### config.mk
export PLATFORM = sky130hd
export DESIGN_NAME = icache_rdata_sel
export DESIGN_NICKNAME = d
export VERILOG_FILES = /design/src/rtl/icache_pkg.sv /design/src/rtl/icache_rdata_fifo2.sv /design/src/rtl/icache_rdata_sel.sv
export SDC_FILE = /design/constraint.sdc
export NUM_CORES = 1
export LEC_CHECK = 0
export CAP_MARGIN = 10
export CORE_AREA = 2 2 428 430
export CTS_BUF_LIST = sky130_fd_sc_hd__clkbuf_4 sky130_fd_sc_hd__clkbuf_8 sky130_fd_sc_hd__clkbuf_16
export DETAILED_ROUTE_END_ITERATION = 12
export DIE_AREA = 0 0 430 432
export GPL_TIMING_DRIVEN = 0
export PLACE_DENSITY = 0.3
export SLEW_MARGIN = 20
export SYNTH_ARGS = -nofsm -noshare
export SYNTH_HDL_FRONTEND = slang
export SYNTH_SLANG_ARGS = --single-unit
### constraint.sdc
create_clock -name clk -period 2.6 [get_ports clk]
set_input_delay 0.39 -clock clk [delete_from_list [all_inputs] [get_ports clk]]
set_output_delay 0.39 -clock clk [all_outputs]
set_load 0.005 [all_outputs]
### src/rtl/icache_pkg.sv
// Shared icache definitions: default geometry and the read-data buffer entry.
package icache_pkg;

    localparam int unsigned DEF_NUM_WAYS    = 4;
    localparam int unsigned DEF_LINE_BITS   = 256;
    localparam int unsigned DEF_WORD_BITS   = 32;
    localparam int unsigned DEF_FETCH_WORDS = 2;

    localparam int unsigned WORDS_PER_LINE = DEF_LINE_BITS / DEF_WORD_BITS;
    localparam int unsigned WORD_IDX_BITS  = $clog2(WORDS_PER_LINE);
    localparam int unsigned OFFSET_BITS    = $clog2(DEF_LINE_BITS / 8);

    typedef struct packed {
        logic [DEF_FETCH_WORDS*DEF_WORD_BITS-1:0] rdata;
        logic                                     err;
    } icache_rdata_entry_t;

endpackage

### src/rtl/icache_rdata_fifo2.sv
// Generic 2-entry in-order valid/ready buffer; push_ready depends only on registered state.
module icache_rdata_fifo2 #(
    parameter int unsigned WIDTH = 8
) (
    input  logic             clk,
    input  logic             rst,
    input  logic             push_valid,
    output logic             push_ready,
    input  logic [WIDTH-1:0] push_data,
    output logic             pop_valid,
    input  logic             pop_ready,
    output logic [WIDTH-1:0] pop_data
);

    typedef enum logic [1:0] {
        FIFO_EMPTY = 2'd0,
        FIFO_ONE   = 2'd1,
        FIFO_FULL  = 2'd2
    } fifo_state_t;

    fifo_state_t      state, state_nxt;
    logic [WIDTH-1:0] head, tail;
    logic             push, pop;
    logic             load_head, load_tail, head_from_tail;

    assign push_ready = (state != FIFO_FULL);
    assign pop_valid  = (state != FIFO_EMPTY);
    assign pop_data   = head;
    assign push       = push_valid && push_ready;
    assign pop        = pop_valid && pop_ready;

    always_ff @(posedge clk) begin
        if (rst) begin
            state <= FIFO_EMPTY;
            head  <= '0;
            tail  <= '0;
        end else begin
            state <= state_nxt;
            if (load_tail) tail <= push_data;
            if (load_head) head <= head_from_tail ? tail : push_data;
        end
    end

    // head register stays put after the last pop, so pop_data holds the popped value
    always_comb begin
        state_nxt      = state;
        load_head      = 1'b0;
        load_tail      = 1'b0;
        head_from_tail = 1'b0;
        case (state)
            FIFO_EMPTY: begin
                if (push) begin
                    state_nxt = FIFO_ONE;
                    load_head = 1'b1;
                end
            end
            FIFO_ONE: begin
                if (push && pop) begin
                    load_head = 1'b1;
                end else if (push) begin
                    state_nxt = FIFO_FULL;
                    load_tail = 1'b1;
                end else if (pop) begin
                    state_nxt = FIFO_EMPTY;
                end
            end
            FIFO_FULL: begin
                if (pop) begin
                    state_nxt      = FIFO_ONE;
                    load_head      = 1'b1;
                    head_from_tail = 1'b1;
                end
            end
            default: state_nxt = FIFO_EMPTY;
        endcase
    end

`ifndef SYNTHESIS
    always_ff @(posedge clk) begin
        if (!rst) assert (!(push_valid && push_ready && state == FIFO_FULL));
    end
`endif

endmodule

### src/rtl/icache_rdata_sel.sv
// Icache way select + fetch-window extraction feeding a 2-entry response buffer.
// Optional: define ICACHE_RDATA_ERRCNT_EN to add the saturating err_count output.
module icache_rdata_sel
    import icache_pkg::*;
#(
    parameter int unsigned NUM_WAYS    = DEF_NUM_WAYS,
    parameter int unsigned LINE_BITS   = DEF_LINE_BITS,
    parameter int unsigned WORD_BITS   = DEF_WORD_BITS,
    parameter int unsigned FETCH_WORDS = DEF_FETCH_WORDS
) (
    input  logic                               clk,
    input  logic                               rst,
    input  logic                               req_valid,
    output logic                               req_ready,
    input  logic [NUM_WAYS*LINE_BITS-1:0]      way_lines,
    input  logic [NUM_WAYS-1:0]                hit_way,
    input  logic [$clog2(LINE_BITS/8)-1:0]     offset,
    output logic                               resp_valid,
    input  logic                               resp_ready,
    output logic [FETCH_WORDS*WORD_BITS-1:0]   resp_rdata,
    output logic                               resp_err
`ifdef ICACHE_RDATA_ERRCNT_EN
    ,
    output logic [15:0]                        err_count
`endif
);

    localparam int unsigned WPL    = LINE_BITS / WORD_BITS;
    localparam int unsigned IDX_W  = $clog2(WPL);
    localparam int unsigned OFF_W  = $clog2(LINE_BITS / 8);
    localparam int unsigned BYTE_W = $clog2(WORD_BITS / 8);
    localparam int unsigned DATA_W = FETCH_WORDS * WORD_BITS;

    typedef struct packed {
        logic [DATA_W-1:0] rdata;
        logic              err;
    } entry_t;

    logic [LINE_BITS-1:0] line_sel;
    logic                 hit_legal;
    logic [IDX_W-1:0]     word_idx;
    logic [DATA_W-1:0]    window;
    logic                 unused_offset_lsbs;
    entry_t               push_entry;
    entry_t               head;

    // AND-OR mux: an illegal vector may merge lines, but the result is then discarded
    always_comb begin
        line_sel = '0;
        for (int unsigned i = 0; i < NUM_WAYS; i++) begin
            line_sel = line_sel | (way_lines[i*LINE_BITS +: LINE_BITS] & {LINE_BITS{hit_way[i]}});
        end
    end

    assign hit_legal          = (hit_way != '0) && ((hit_way & (hit_way - NUM_WAYS'(1))) == '0);
    assign word_idx           = offset[OFF_W-1:BYTE_W];
    assign unused_offset_lsbs = ^offset[BYTE_W-1:0];

    // IDX_W-bit addition wraps modulo the words per line
    for (genvar k = 0; k < FETCH_WORDS; k++) begin : g_win
        logic [IDX_W-1:0] idx;
        assign idx = word_idx + IDX_W'(k);
        assign window[k*WORD_BITS +: WORD_BITS] = line_sel[idx*WORD_BITS +: WORD_BITS];
    end

    always_comb begin
        push_entry.rdata = hit_legal ? window : '0;
        push_entry.err   = !hit_legal;
    end

    icache_rdata_fifo2 #(
        .WIDTH($bits(entry_t))
    ) u_fifo (
        .clk        (clk),
        .rst        (rst),
        .push_valid (req_valid),
        .push_ready (req_ready),
        .push_data  (push_entry),
        .pop_valid  (resp_valid),
        .pop_ready  (resp_ready),
        .pop_data   (head)
    );

    assign resp_rdata = head.rdata;
    assign resp_err   = head.err;

`ifdef ICACHE_RDATA_ERRCNT_EN
    always_ff @(posedge clk) begin
        if (rst) begin
            err_count <= '0;
        end else if (req_valid && req_ready && !hit_legal && err_count != '1) begin
            err_count <= err_count + 16'd1;
        end
    end
`endif

`ifndef SYNTHESIS
    always_ff @(posedge clk) begin
        if (!rst && resp_valid && resp_err) assert (resp_rdata == '0);
    end
`endif

endmodule

==> results of run 1 <==
-- stage by stage --
stage / utilization [%] / total power [W]
2_1_floorplan: - / 0.003924
3_3_place_gp: 15.35 / 0.007834
3_5_place_dp: 15.55 / 0.007913
4_1_cts: 17.06 / 0.01102
5_1_grt: 17.29 / 0.01132
6_report: 17.31 / 0.01104
-- kinds of logic (layout without fill, tap and decap cells) --
family	count (synthesis)	in the layout	synth area share [%]
buf+inv	236	1388	7.170
other cells	0	44	0
simple gates	484	484	14.89
compound gates	1047	1047	57.74
xor+xnor	2	2	0.1257
flops	132	132	18.95
mux	8	8	1.041
fa+ha+maj	1	1	0.08972
-- how the worst max path moves through the flow --
stage | startpoint | to | slack, ns | cells after the start
floorplan | offset[2] | u_fifo.pop_data[36] | 0.33 | 9
global placement | hit_way[3] | u_fifo.tail[5] | -3.09 | 9
detailed placement | hit_way[0] | u_fifo.tail[8] | -2.37 | 10
CTS | hit_way[0] | u_fifo.tail[41] | -0.10 | 9
global route | offset[3] | u_fifo.pop_data[16] | -0.004 | 8
finish | hit_way[0] | u_fifo.pop_data[8] | -0.07 | 10
-- registers in the layout (all words and copies together), names as in the netlist --
name,count
u_fifo.pop_data,65
u_fifo.state,2
u_fifo.tail,65
-- power breakdown --
group | switching (W) | internal, W
clock network | 0.00102 | 0.00161
logic | 0.00360 | 0.00261
registers | 0.0000708 | 0.00212
-- area by class of cell --
class,count,area [sq um],area share [%]
clock buffer,21,480.5,1.528
antenna,44,110.1,0.3501
clock inverter,11,150.1,0.4774
buffer,232,1683,5.351
inverter,3,13.76,0.04377
timing repair buffer,1121,11320,35.99
sequential,132,2643,8.403
multi-input combinational,1542,12070,38.37
tap,2385,2984,9.489
-- Yosys cell counts (24+ instances only) --
cell and count:
sky130_fd_sc_hd__a211oi_1 61, sky130_fd_sc_hd__nor3_1 70, sky130_fd_sc_hd__a211oi_2 54, sky130_fd_sc_hd__a221oi_1 79
sky130_fd_sc_hd__a21oi_1 130, sky130_fd_sc_hd__buf_2 64, sky130_fd_sc_hd__clkbuf_1 124, sky130_fd_sc_hd__a22oi_1 418
sky130_fd_sc_hd__a2111oi_2 24, sky130_fd_sc_hd__dfxtp_1 132, sky130_fd_sc_hd__nor2_1 175, sky130_fd_sc_hd__a22o_1 100
sky130_fd_sc_hd__nand2_1 189, sky130_fd_sc_hd__o22ai_1 160, sky130_fd_sc_hd__buf_1 39
-- what timing repair did --
action | in CTS | in global routing
setup buffers | 3 | 1
hold buffers | 0 | 0
pin swaps | 19 | 11
gates resized for setup | 532 | 96
endpoints found under the setup margin | 128 | 119
-- routing by layer --
layer  global-route usage [%]  vias to the layer above  routed length [um]
li1                         -                    10120                   -
met1                    29.92                    12170               97130
met2                    44.75                     1416              122000
met3                    6.389                      419               17920
met4                    9.715                      120               10630
met5                        0                        -                 756
-- critical path: cells and delay by family --
| kind | cells | cell delay [ns] |
|---|---|---|
| compound gates | 3 | 1.04 |
| buf+inv | 4 | 0.87 |
| simple gates | 3 | 0.55 |
==> results.txt, run 1 <==
largest net degree at the start of global routing -> 17
maximum capacitance violations -> 0
Std-Cell Rows -> 157
Final ANT Viol Nets -> 0
half-perimeter wire length after detailed placement -> 217.9 mm
wire length of the first global-routing pass -> 300.6 mm
total number of yosys warnings -> 0
Max Fclk -> 0.3744 GHz
Mapped Nets -> 2,948
antenna violations before repair -> 188
hold slack final -> 0.4665 ns
drt wl/cell -> 45.24 um
global-route total usage across every layer -> 25.60%
level count of the clock H-tree -> 4
total number of nets in the final design -> 4,087
count of final max-slew check failures -> 0
Yosys cell types -> 46
Worst Hold Endpoint -> u_fifo.tail[51]
area delta synth->final -> 125.5%
DP Cell Count -> 5,411
final routed DRC violation total -> 0
Reg2Reg Setup Slack -> 0.20 ns
effective utilization at floorplan -> 7.674%
cell with the biggest individual delay on the critical path -> sky130_fd_sc_hd__a22oi_2
type of element launching the critical path -> input pin
sequential-to-total area share from yosys stat -> 18.95%
post-route clock skew -> 0.009271 ns
clock tree root driver cell -> sky130_fd_sc_hd__clkbuf_16
sum of overflow across all layers after global routing -> 0
predominant post-synthesis flop cell -> sky130_fd_sc_hd__dfxtp_1
total CTS buffers -> 17
list of cells traversed by the critical path -> buf_2 > buf_6 > buf_6 > clkbuf_4 > a22oi_2 > nand2_1 > o22ai_1 > nor3_4 > nor3_4 > o22ai_1
FILL cells -> 20.61k
critical path class -> in2reg
Period minus WS final -> 2.671 ns
post-synthesis register bit count -> 132
DR vias -> 24.24k
Power per Cell Area -> 351.0 nW/um^2
worst hold-check path type -> reg2reg
CTS sink count -> 132
vertical die dimension -> 432 um
peak ir drop on the vdd network -> 0.3743 mV
TNS Setup -> -0.3448 ns
die outline area -> 185,800 sq um
routability congestion estimate from global placement -> 0.9159
violations in the final reports -> negative setup slack
Max stage delay on crit path -> 0.62 ns
unrepaired setup endpoints after global routing -> true
insertion delay to the later sink of the worst-skew pair -> 0.44 ns
crit path max fanout -> 10
required time reported for the critical path endpoint -> 2.88 ns
Synth top area share -> 22.51%
Port Buffer Count -> 1,095
worst hold path cell count -> 2
worst setup timing slack at the placement stage -> -2.369 ns
Vias/cell -> 4.415
fraction of final layout cells with drive strength greater than 1 -> 18.88%
post-layout instance area -> 31,450 sq um
commonest cells after routing, fill and taps aside -> sky130_fd_sc_hd__clkdlybuf4s50_1, sky130_fd_sc_hd__a22oi_1, sky130_fd_sc_hd__nand2_1, sky130_fd_sc_hd__nor2_1, sky130_fd_sc_hd__dfxtp_1
ratio of final minimum period to clock period -> 102.7%
final-report hold violation count -> 0
synth top area cells -> sky130_fd_sc_hd__a22oi_1, sky130_fd_sc_hd__dfxtp_1, sky130_fd_sc_hd__o22ai_1, sky130_fd_sc_hd__a22o_1, sky130_fd_sc_hd__nand2_1
instance area after placement -> 28,260 sq um
drt first-iter violations -> 2,448
critical register-to-register path endpoint -> u_fifo.pop_data[63]
Hold Startpoint -> u_fifo.tail[51]
post-synthesis instance total -> 1,910
most frequent standard cell in the layout excluding fill and tap cells -> sky130_fd_sc_hd__clkdlybuf4s50_1
Ports -> 1,104
number of flops mapped to enable cells by yosys -> 0
result of the run -> complete, but fails checks
static power due to leakage -> 10.30 nW
CTS tree -> built
First-pass DRT Iterations -> 7
fin worst setup slack -> -0.07066 ns
total detailed-routing wirelength -> 248.4 mm
async set-or-reset flop fraction in the synthesized netlist -> 0%
width of the die -> 430 um
source of the worst register-to-register timing path -> u_fifo.state[0]
number of standard cells in the layout, taps in and fillers out -> 5,491
Slew @ Worst Pin -> 1.173 ns
CP arrival -> 2.95 ns
number of global-route vias before repair -> 23.76k
cells on worst reg2reg path -> 5
Post-Synthesis Cell Area -> 13,940 sq um
max_slew headroom -> 21.80%
Floorplan Core Area -> 181,700 sq um
Clk pin slew, worst setup/hold paths -> 0.06 ns
clock tree buffer depth -> 2
Final Setup Violations -> 9
largest area contributor in the netlist -> sky130_fd_sc_hd__a22oi_1
Post-Synthesis Mean Instance Area -> 7.300 sq um
Critical Path End Type -> register
Power figures use the tool's default switching activity.
==> run 2: changes to the inputs <==
--- a/config.mk
+++ b/config.mk
@@ -5,9 +5,9 @@
 export SDC_FILE = /design/constraint.sdc
 export NUM_CORES = 1
 export LEC_CHECK = 0
-export CAP_MARGIN = 10
+export CAP_MARGIN = 0
 export CORE_AREA = 2 2 428 430
-export CTS_BUF_LIST = sky130_fd_sc_hd__clkbuf_4 sky130_fd_sc_hd__clkbuf_8 sky130_fd_sc_hd__clkbuf_16
+export CTS_BUF_LIST = sky130_fd_sc_hd__clkbuf_16
 export DETAILED_ROUTE_END_ITERATION = 12
 export DIE_AREA = 0 0 430 432
 export GPL_TIMING_DRIVEN = 0
==> results.txt, run 2 (synthesis gave the netlist of run 1 again) <==
Floorplan Core Area -> 181,700 sq um (unchanged)
most frequent standard cell in the layout excluding fill and tap cells -> sky130_fd_sc_hd__clkdlybuf4s50_1
Port Buffer Count -> 1,095 (unchanged)
final routed DRC violation total -> 0 (unchanged)
peak ir drop on the vdd network -> 0.3754 mV (+0.29%)
CP arrival -> 2.91 ns (-0.04 ns)
total number of nets in the final design -> 4,086 (-0.024%)
width of the die -> 430 um (unchanged)
effective utilization at floorplan -> 7.674% (unchanged)
largest net degree at the start of global routing -> 17 (unchanged)
wire length of the first global-routing pass -> 300.5 mm (about the same)
Max stage delay on crit path -> 0.64 ns (+0.02 ns)
vertical die dimension -> 432 um (unchanged)
CTS sink count -> 132 (unchanged)
die outline area -> 185,800 sq um (unchanged)
type of element launching the critical path -> input pin
required time reported for the critical path endpoint -> 2.88 ns (about the same)
Clk pin slew, worst setup/hold paths -> 0.06 ns (about the same)
violations in the final reports -> negative setup slack
cell with the biggest individual delay on the critical path -> sky130_fd_sc_hd__a22oi_2
hold slack final -> 0.4678 ns (+0.001282 ns)
Vias/cell -> 4.447 (+0.74%)
antenna violations before repair -> 187 (-0.53%)
hold-fix buffer count after cts -> 0 (unchanged)
Std-Cell Rows -> 157 (unchanged)
fin worst setup slack -> -0.03123 ns (+0.03944 ns)
worst hold-check path type -> reg2reg
Power per Cell Area -> 347.8 nW/um^2 (-0.92%)
global-route total usage across every layer -> 25.61% (about the same)
crit path max fanout -> 10 (unchanged)
routability congestion estimate from global placement -> 0.9159 (unchanged)
clock tree buffer depth -> 2 (unchanged)
busiest layer in global routing -> met2
total detailed-routing wirelength -> 248.6 mm (about the same)
half-perimeter wire length after detailed placement -> 217.9 mm (unchanged)
Max Fclk -> 0.3801 GHz (+1.5%)
critical path class -> in2reg
TNS Setup -> -0.06210 ns (+0.2827 ns)
fraction of final layout cells with drive strength greater than 1 -> 18.85% (-0.027 points)
Reg2Reg Setup Slack -> 0.23 ns (+0.03 ns)
post-route clock skew -> 0.008864 ns (-0.0004076 ns)
First-pass DRT Iterations -> 5 (-2)
level count of the clock H-tree -> 4 (unchanged)
commonest cells after routing, fill and taps aside -> sky130_fd_sc_hd__clkdlybuf4s50_1, sky130_fd_sc_hd__a22oi_1, sky130_fd_sc_hd__nand2_1, sky130_fd_sc_hd__nor2_1, sky130_fd_sc_hd__dfxtp_1
max_slew headroom -> 15.58% (-6.2 points)
worst setup timing slack at the placement stage -> -2.369 ns (unchanged)
result of the run -> complete, but fails checks
DR vias -> 24.44k (+0.83%)
ratio of final minimum period to clock period -> 101.2% (-1.5 points)
count of final max-slew check failures -> 0 (unchanged)
Critical Path End Type -> register
final-report hold violation count -> 0 (unchanged)
met2 Usage GRT -> 44.84% (+0.093 points)
Final Setup Violations -> 4 (-5)
insertion delay to the later sink of the worst-skew pair -> 0.44 ns (about the same)
unrepaired setup endpoints after global routing -> true
Final Util -> 17.29% (about the same)
drt first-iter violations -> 2,497 (+2.0%)
drt wl/cell -> 45.24 um (about the same)
Ports -> 1,104 (unchanged)
total CTS buffers -> 17 (unchanged)
area delta synth->final -> 125.3% (about the same)
Period minus WS final -> 2.631 ns (-0.03944 ns)
met3 track demand over resource in global routing -> 6.064% (-0.32 points)
sum of overflow across all layers after global routing -> 0 (unchanged)
number of global-route vias before repair -> 23.76k (+0.034%)
Final ANT Viol Nets -> 0 (unchanged)
Slew @ Worst Pin -> 1.266 ns (+0.09330 ns)
static power due to leakage -> 10.28 nW (-0.24%)
maximum capacitance violations -> 0 (unchanged)
global-route track usage on met1 -> 30.06% (+0.14 points)
clock tree root driver cell -> sky130_fd_sc_hd__clkbuf_16
CTS tree -> built
list of cells traversed by the critical path -> buf_2 > buf_6 > buf_6 > clkbuf_4 > a22oi_2 > nand2_1 > o22ai_1 > nor3_4 > nor3_4 > o22ai_1
run 2: final timing paths:
check | startpoint | end | depth (start not counted)
worst min-delay path | u_fifo.tail[51] | u_fifo.tail[51] | 2
worst max register to register | u_fifo.state[1] | u_fifo.pop_data[48] | 7
worst max-delay path | hit_way[0] | u_fifo.pop_data[8] | 10
worst min register to register | u_fifo.tail[51] | u_fifo.tail[51] | 2
run 2: per-stage QoR:
step / instances / power [W] / cell area [sq um]
6_report: 5496 / 0.01093 / 31420
3_5_place_dp: 5411 / 0.007913 / 28260
3_3_place_gp: 5390 / 0.007834 / 27890
5_1_grt: 5475 / 0.01120 / 31360
4_1_cts: 5446 / 0.01089 / 30960
2_1_floorplan: 1910 / 0.003924 / 13940
run 2: routing by layer:
layer  vias up  share of wire (%)
met5         -               0.31
met4       118                4.2
met1     12330                 39
met3       411                6.9
li1      10130                  -
met2      1456                 49
run 2: report_power, final:
| part | total [W] | switching [W] | internal (W) |
|---|---|---|---|
| combinational | 0.00621 | 0.00361 | 0.00261 |
| sequential | 0.00219 | 0.0000706 | 0.00212 |
| clock | 0.00252 | 0.00103 | 0.00150 |
run 2: repair_timing:
item / CTS / global route
buffers inserted: 3 / 1
resized for setup: 533 / 96
endpoints found under the setup margin: 128 / 119
cloned: 0 / 0
pin swaps: 18 / 11
run 2: cell type report:
cell class,count,area [sq um]
Fill cell,20620,150300
Multi-Input combinational cell,1542,12070
Timing Repair Buffer,1120,11310
Tap cell,2385,2984
Sequential cell,132,2643
Buffer,232,1677
Clock buffer,17,425.4
Clock inverter,15,165.2
Antenna cell,50,125.1
Inverter,3,13.76
run 2: critical path: cells and delay by family:
family          cells  cell delay [ns]
buf+inv             4             0.85
compound gates      3             1.05
simple gates        3             0.54
